## config.mk

```make
export PLATFORM = sky130hd
export DESIGN_NAME = char_osd_seq
export DESIGN_NICKNAME = d
export VERILOG_FILES = /design/src/rtl/char_osd_seq.sv
export SDC_FILE = /design/constraint.sdc
export NUM_CORES = 1
export LEC_CHECK = 0
export BUFFER_PORTS_ARGS = -buffer_cell sky130_fd_sc_hd__buf_2
export CORE_MARGIN = 10
export CORE_UTILIZATION = 28
export CTS_BUF_LIST = sky130_fd_sc_hd__clkbuf_4
export DETAILED_ROUTE_END_ITERATION = 8
export PLACE_DENSITY = 0.5
export SYNTH_ARGS = -nofsm -noshare
export SYNTH_HDL_FRONTEND = slang
export SYNTH_SLANG_ARGS = --single-unit
```

## constraint.sdc

```tcl
create_clock -name clk -period 2.6 [get_ports clk]
set_clock_uncertainty 0.1 [all_clocks]
set_input_delay 0.26 -clock clk [delete_from_list [all_inputs] [get_ports clk]]
set_output_delay 0.26 -clock clk [all_outputs]
set_load 0.02 [all_outputs]
```

## src/rtl/char_osd_seq.sv

```systemverilog
// Walks a text string row-major (row 0 of every char, then row 1, ...) and presents each char to the glyph ROM stage.
// Optional OSD_SKIP_BLANK_EN: codes outside 33..126 are consumed without being presented.
module char_osd_seq #(
  parameter int CHAR_W    = 9,
  parameter int CHAR_H    = 18,
  parameter int MAX_CHARS = 64,
  parameter int ADDR_W    = 6
) (
  input  logic              clk,
  input  logic              resetn,
  input  logic              start,
  input  logic [10:0]       cfg_base_x,
  input  logic [10:0]       cfg_base_y,
  input  logic [ADDR_W:0]   cfg_len,
  output logic              busy,
  output logic              done,
  output logic              text_rd_en,
  output logic [ADDR_W-1:0] text_rd_addr,
  input  logic [7:0]        text_rd_data,
  output logic [7:0]        char_ascii,
  output logic [5:0]        char_row_index,
  output logic [10:0]       char_pos_x,
  output logic [10:0]       char_pos_y,
  output logic              char_valid,
  input  logic              char_next
);

  typedef enum logic [2:0] {IDLE, FETCH, CAPT, PRESENT, FIN} state_t;

  localparam logic [ADDR_W:0]   MAX_LEN  = (ADDR_W+1)'(MAX_CHARS);
  localparam logic [ADDR_W:0]   LEN_ONE  = 1;
  localparam logic [ADDR_W-1:0] IDX_ONE  = 1;
  localparam logic [5:0]        ROW_LAST = 6'(CHAR_H - 1);
  localparam logic [10:0]       X_STEP   = 11'(CHAR_W);

  state_t            state;
  logic [ADDR_W:0]   len_q;
  logic [10:0]       base_x_q;
  logic [10:0]       base_y_q;
  logic [10:0]       x_acc;
  logic [ADDR_W-1:0] idx;
  logic [5:0]        row;

  logic [ADDR_W:0] cfg_len_c;
  logic            idx_last;
  logic            row_last;
  logic            present_ok;
  logic            advance;

  assign cfg_len_c    = (cfg_len > MAX_LEN) ? MAX_LEN : cfg_len;
  assign idx_last     = ({1'b0, idx} == (len_q - LEN_ONE));
  assign row_last     = (row == ROW_LAST);
  assign text_rd_addr = idx;

`ifdef OSD_SKIP_BLANK_EN
  assign present_ok = (text_rd_data >= 8'd33) && (text_rd_data <= 8'd126);
`else
  assign present_ok = 1'b1;
`endif

  // A skipped code steps the walk exactly like a consumed character.
  assign advance = ((state == PRESENT) && char_valid && char_next) ||
                   ((state == CAPT) && !present_ok);

  always_ff @(posedge clk) begin
    if (!resetn) begin
      state          <= IDLE;
      len_q          <= '0;
      base_x_q       <= '0;
      base_y_q       <= '0;
      x_acc          <= '0;
      idx            <= '0;
      row            <= '0;
      busy           <= 1'b0;
      done           <= 1'b0;
      text_rd_en     <= 1'b0;
      char_ascii     <= '0;
      char_row_index <= '0;
      char_pos_x     <= '0;
      char_pos_y     <= '0;
      char_valid     <= 1'b0;
    end else begin
      case (state)
        IDLE: begin
          if (start) begin
            base_x_q <= cfg_base_x;
            base_y_q <= cfg_base_y;
            len_q    <= cfg_len_c;
            x_acc    <= cfg_base_x;
            idx      <= '0;
            row      <= '0;
            if (cfg_len_c == '0) begin
              done  <= 1'b1;
              state <= FIN;
            end else begin
              busy       <= 1'b1;
              text_rd_en <= 1'b1;
              state      <= FETCH;
            end
          end
        end
        FETCH: begin
          text_rd_en <= 1'b0;
          state      <= CAPT;
        end
        CAPT: begin
          if (present_ok) begin
            char_ascii     <= text_rd_data;
            char_row_index <= row;
            char_pos_x     <= x_acc;
            char_pos_y     <= base_y_q;
            char_valid     <= 1'b1;
            state          <= PRESENT;
          end
        end
        PRESENT: begin
          if (char_valid && char_next) char_valid <= 1'b0;
        end
        FIN: begin
          done  <= 1'b0;
          state <= IDLE;
        end
        default: state <= IDLE;
      endcase

      if (advance) begin
        if (!idx_last) begin
          idx        <= idx + IDX_ONE;
          x_acc      <= x_acc + X_STEP;
          text_rd_en <= 1'b1;
          state      <= FETCH;
        end else if (!row_last) begin
          idx        <= '0;
          x_acc      <= base_x_q;
          row        <= row + 6'd1;
          text_rd_en <= 1'b1;
          state      <= FETCH;
        end else begin
          busy  <= 1'b0;
          done  <= 1'b1;
          state <= FIN;
        end
      end
    end
  end

endmodule

```

# Word-level counts from Yosys, hierarchy flattened

Index checks and enable logic that the tools add are counted.

$lt $le $gt $ge: 1
Add/subtract/negate cells: 4
Reduce and logical (&&, ||, !) cells: 9
Multiplexer cells: 42
Equality and inequality tests: 9

Operators by type and width:

| operator                                                                 | number |
|---|---|
| 6-bit 2-to-1 mux                                                         | 10 |
| 11-bit 2-to-1 mux                                                        | 5 |
| 1-bit 2-to-1 mux                                                         | 17 |
| 3-bit 2-to-1 mux                                                         | 5 |
| 6-bit by 1-bit adder with 6-bit output (second input constant)           | 2 |
| 3-bit case mux with 4 select lines                                       | 1 |
| 11-bit by 4-bit adder with 11-bit output (second input constant)         | 1 |
| 6-bit by 7-bit == test with 1-bit output                                 | 1 |
| 7-bit > comparator (second input constant)                               | 1 |
| 7-bit logical NOT                                                        | 1 |
| 7-bit 2-to-1 mux                                                         | 1 |
| 7-bit by 1-bit subtractor with 7-bit output (second input constant)      | 1 |
| 3-bit by 2-bit == test with 1-bit output (second input constant)         | 2 |
| 6-bit by 5-bit == test with 1-bit output (second input constant)         | 1 |
| 1-bit case mux with 2 select lines                                       | 3 |
| 2-bit AND reduction                                                      | 3 |
| 3-bit by 1-bit == test with 1-bit output (second input constant)         | 1 |
| 3-bit == test (second input constant)                                    | 1 |
| 1-bit logical AND                                                        | 3 |
| 3-bit logical NOT                                                        | 1 |
| 3-bit inequality test (second input constant)                            | 1 |
| 2-bit by 1-bit inequality test with 1-bit output (second input constant) | 1 |
| 2-bit inequality test (second input constant)                            | 1 |
| 2-bit nonzero test                                                       | 1 |

Register bits after elaboration: 95
Output and inout port bits: 46

# Depth between registers and ports, before layout

Word-level depth: 9
Depth in mapped cells: 9

# Least setup slack after synthesis

OpenSTA, ideal clock, no wires.

Path type: reg2reg
Start point: register len_q[0]
End point: register x_acc[0]
Period minus slack after synthesis: 2.364 ns
Cell stages (with the launch flop): 10
Data required time: 2.362 ns
Buffers on the path: 1
Arrival time: 2.126 ns
Slack: 0.236 ns
Cells stage by stage: dfxtp_1 > inv_1 > ha_1 > nor3b_1 > xnor2_1 > o21ai_0 > o211a_1 > o21ai_1 > clkbuf_1 > o221ai_1

Word-level cells in the longest chain between the ends: 4

Ends and longest elaborated chain:

| item                                        | RTL line | source |
|---|---|---|
| start, declared                             | 37       | `logic [ADDR_W:0] len_q;` |
| start signal, assigned                      | 88       | `len_q <= cfg_len_c;` |
| 7-bit by 1-bit subtractor with 7-bit output | 51       | `assign idx_last = ({1'b0, idx} == (len_q - LEN_ONE));` |
| 6-bit by 7-bit == test with 1-bit output    | 51       |  |
| 11-bit 2-to-1 mux                           | 127      | `if (!idx_last) begin` |
| 11-bit 2-to-1 mux                           | 126      | `if (advance) begin` |
| end signal, assigned                        | 89       | `x_acc <= cfg_base_x;` |
| end signal, assigned                        | 129      | `x_acc <= x_acc + X_STEP;` |
| end signal, assigned                        | 134      | `x_acc <= base_x_q;` |
| end, declared                               | 40       | `logic [10:0] x_acc;` |

Every way passes these cells.
A chain may end at the register's enable or synchronous reset.

# Worst setup path in the final report

Start point: register len_q[0]
End point: register row[3]

Word-level cells in the longest chain between the ends: 4

Ends and longest elaborated chain:

| item                                        | RTL line | source |
|---|---|---|
| 7-bit by 1-bit subtractor with 7-bit output | 51       |  |
| 6-bit by 7-bit == test with 1-bit output    | 51       |  |
| 6-bit 2-to-1 mux                            | 127      |  |
| 6-bit 2-to-1 mux                            | 126      |  |
| end signal, assigned                        | 135      | `row <= row + 6'd1;` |
| end, declared                               | 42       | `logic [5:0] row;` |

Every way passes these cells.

==> results_dict.tcl <==
set metrics [dict create \
    hold_slack_ns 0.0958 \
    layout-drive-gt1-share 0.200 \
    place.gp.congestion 0.791 \
    cts_sinks 95 \
    worstPathRequired_ns 2.91 \
    netlist_instances 517 \
    finalCriticalPeriod_ns 2.46 \
    die_h_um 142 \
    cts_setup_buffers 0 \
    final_min_period_over_clock_period 0.947 \
    wl_um 11800 \
    die_w_um 142 \
    power_switching_w 0.000755 \
    worstSkewPairLatency_ns 0.47 \
    cts-htree-levels 3 \
    fin_nets 676 \
    fin_area_um2 5370 \
    rsz0062_at_grt "no" \
    cp_data_arrival_time_ns 2.77 \
    async_flop_share 0 \
    overflow 0 \
    clk_pin_slew_ns 0.14 \
    cts-buffers-inserted 9 \
    worstPathMaxFanout 9 \
    route.detailed.drc 0 \
    peakVddDrop_uv 199 \
    synth.area.top_cells "dfxtp_1, nand2_1, a21boi_0, a21oi_1, clkbuf_1" \
    yosysUniqueCellTypes 47 \
    nFillCells 1528 \
    critPathLaunchType "register" \
    seqPwrFrac 0.553 \
    antenna_found_initial 0 \
    slew_viol_final 0 \
    portBuffers 86 \
    dieArea_um2 20100 \
    netlist.top_cell.by_area "dfxtp_1" \
    tritoncts "yes" \
    max_freq_mhz 406 \
    ios 87 \
    ys_ff_latch 95 \
    synth.net_count 563 \
    intPower_w 0.00207 \
    critPathSlowestCell "or4_1" \
    worst_pin_slew_ns 0.529 \
    placed_area_um2 4830 \
    clockBufferDepth 2 \
    fp-row-count 44 \
    hpwl_um 7980 \
    grt_max_degree 46 \
    diodes 0 \
    crit_path_frequent_cell "or4_1" \
    syn_area_um2 4160 \
    power_frac_clock 0.311 \
    grt_first_pass_wirelength_um 19700 \
    critical_path_class "reg2reg" \
    final_hold_viol_count 0 \
    synth_top_area_frac 0.457 \
    wl_per_cell_um 14.5 \
    viasPerCell 4.77 \
    slew_headroom 0.647 \
    maxCapViolCount 0 \
    root_buffer "clkbuf_4" \
    switching_share 0.267 \
    area_growth_pct 29.2 \
    cellLeakagePower_nw 2.17 \
    drt_iter0_markers 185 \
    endpoint_kind "register" \
    status "complete, no violations" \
    core_um2 14500 \
    track_usage 0.119 \
    yosysWarnings 0 \
    setup_tns_ns 0 \
    synth_edf_count 0 \
    synthFlopType "dfxtp_1" \
    final_antenna_net_count 0 \
    drtPass1Iterations 4 \
    hold_class "in2reg" \
    post_synth.cell_area_avg_um2 8.04 \
    setup_viol 0 \
    grt_pass1_vias 3910 \
    powerDensity_nw_per_um2 526 \
    synthTopCellsByCount "nand2_1, dfxtp_1, a21oi_1" \
    seq_area_frac_synth 0.457 \
    vias 3899 \
    comb_power_share 0.136 \
    initial_core_util 0.286 \
    worstPathCellList "or3_4, or4_1, a211oi_4, o21ai_4, or4_1, a21oi_1" \
    p_total_w 0.00283 \
    slowest_delay_ns 0.52 \
    synth_most_common_cell "nand2_1" \
]
## power by group through the flow
stage / Clock [W] / Sequential [W] / Combinational (W)
2_1_floorplan: 0 / 0.00160 / 0.000204
3_3_place_gp: 0 / 0.00159 / 0.000338
3_5_place_dp: 0 / 0.00159 / 0.000343
4_1_cts: 0.000921 / 0.00156 / 0.000388
5_1_grt: 0.000975 / 0.00157 / 0.000434
6_report: 0.000880 / 0.00156 / 0.000386
## routing by layer
metal / part of all wire / wire length [µm] / vias up / global-route usage
met1: 0.47 / 5570 / 1810 / 0.147
li1: - / - / 1997 / -
met3: 0.065 / 770 / 6 / 0.0454
met5: 0 / 0 / - / 0
met4: 0.0082 / 97 / 0 / 0.0269
met2: 0.46 / 5380 / 86 / 0.191
## cells in the final DEF, fill, tap and decap left out, drive strengths merged, types with 2 or more instances in the layout
cell type	n
nand4	4
bufinv	2
nand3b	6
ha	5
o221ai	11
or4	4
a21oi	45
nand2	152
inv	4
a31oi	2
or3	2
or2	2
xnor2	7
o21a	2
xor2	8
buf	101
mux2i	4
nor2b	2
a21boi	37
a211oi	2
nand2b	6
and3	6
clkinv	3
clkbuf	10
nor3b	2
and2	2
nor2	14
o21ai	11
nor3	7
nor4	4
nand3	22
dfxtp	95
o211a	2
dlygate4sd3	37
## registers in the layout, indices dropped and copies added (netlist names), 3 cells and up
name / count
text_rd_addr: 6
char_pos_y: 11
x_acc: 11
char_ascii: 8
row: 6
base_y_q: 11
len_q: 7
state: 3
base_x_q: 11
char_row_index: 6
char_pos_x: 11
## final cells by class
| cell class | count | area, µm² | share of cell area |
|---|---|---|---|
| inverters | 4 | 15.0 | 0.00279 |
| flip-flops and latches | 95 | 1900 | 0.354 |
| clock inverters | 5 | 73.8 | 0.0137 |
| well taps | 184 | 230 | 0.0428 |
| repair buffers | 138 | 938 | 0.175 |
| multi-input cells | 382 | 2140 | 0.398 |
| clock buffers | 10 | 75.1 | 0.0140 |
## critical path: cells and delay by family (launching register included)
kind / cells / cell delay (ns)
AO/OA/AOI/OAI: 3 / 0.57
AND/OR/NAND/NOR: 3 / 1.38
flip-flops: 1 / 0.36
## cell families (layout without fill, tap and decap cells)
group	count (synthesis)	after routing	synth area share
fa+ha+maj	5	5	0.0150
mux	4	4	0.00963
flops	95	95	0.457
simple gates	237	237	0.254
xor+xnor	16	16	0.0370
compound gates	120	120	0.191
buf+inv	40	157	0.0361
## stage by stage
| step | worst slack [ns] | instances | util |
|---|---|---|---|
| after global routing | 0.0214 | 818 | 0.370 |
| after floorplan | 0.236 | 517 | - |
| after global placement | 0.166 | 766 | 0.332 |
| after detailed placement | 0.0717 | 766 | 0.332 |
| after CTS | 0.0480 | 818 | 0.368 |
| final | 0.137 | 818 | 0.370 |
## timing repair
action | CTS | global route
gates resized for setup | 0 | 5
hold buffers | 37 | 0
endpoints found under the setup margin | 0 | 22
hold endpoints to repair | 37 | 0
## worst paths after layout
path / start / endpoint / slack, ns / depth (start not counted)
max reg2reg: len_q[0] / row[3] / 0.14 / 6
min reg2reg: char_ascii[7] / char_ascii[7] / 0.36 / 2
max: len_q[0] / row[3] / 0.14 / 6
min: start / done / 0.1 / 4
No activity file was read; power rests on OpenSTA's default activity.
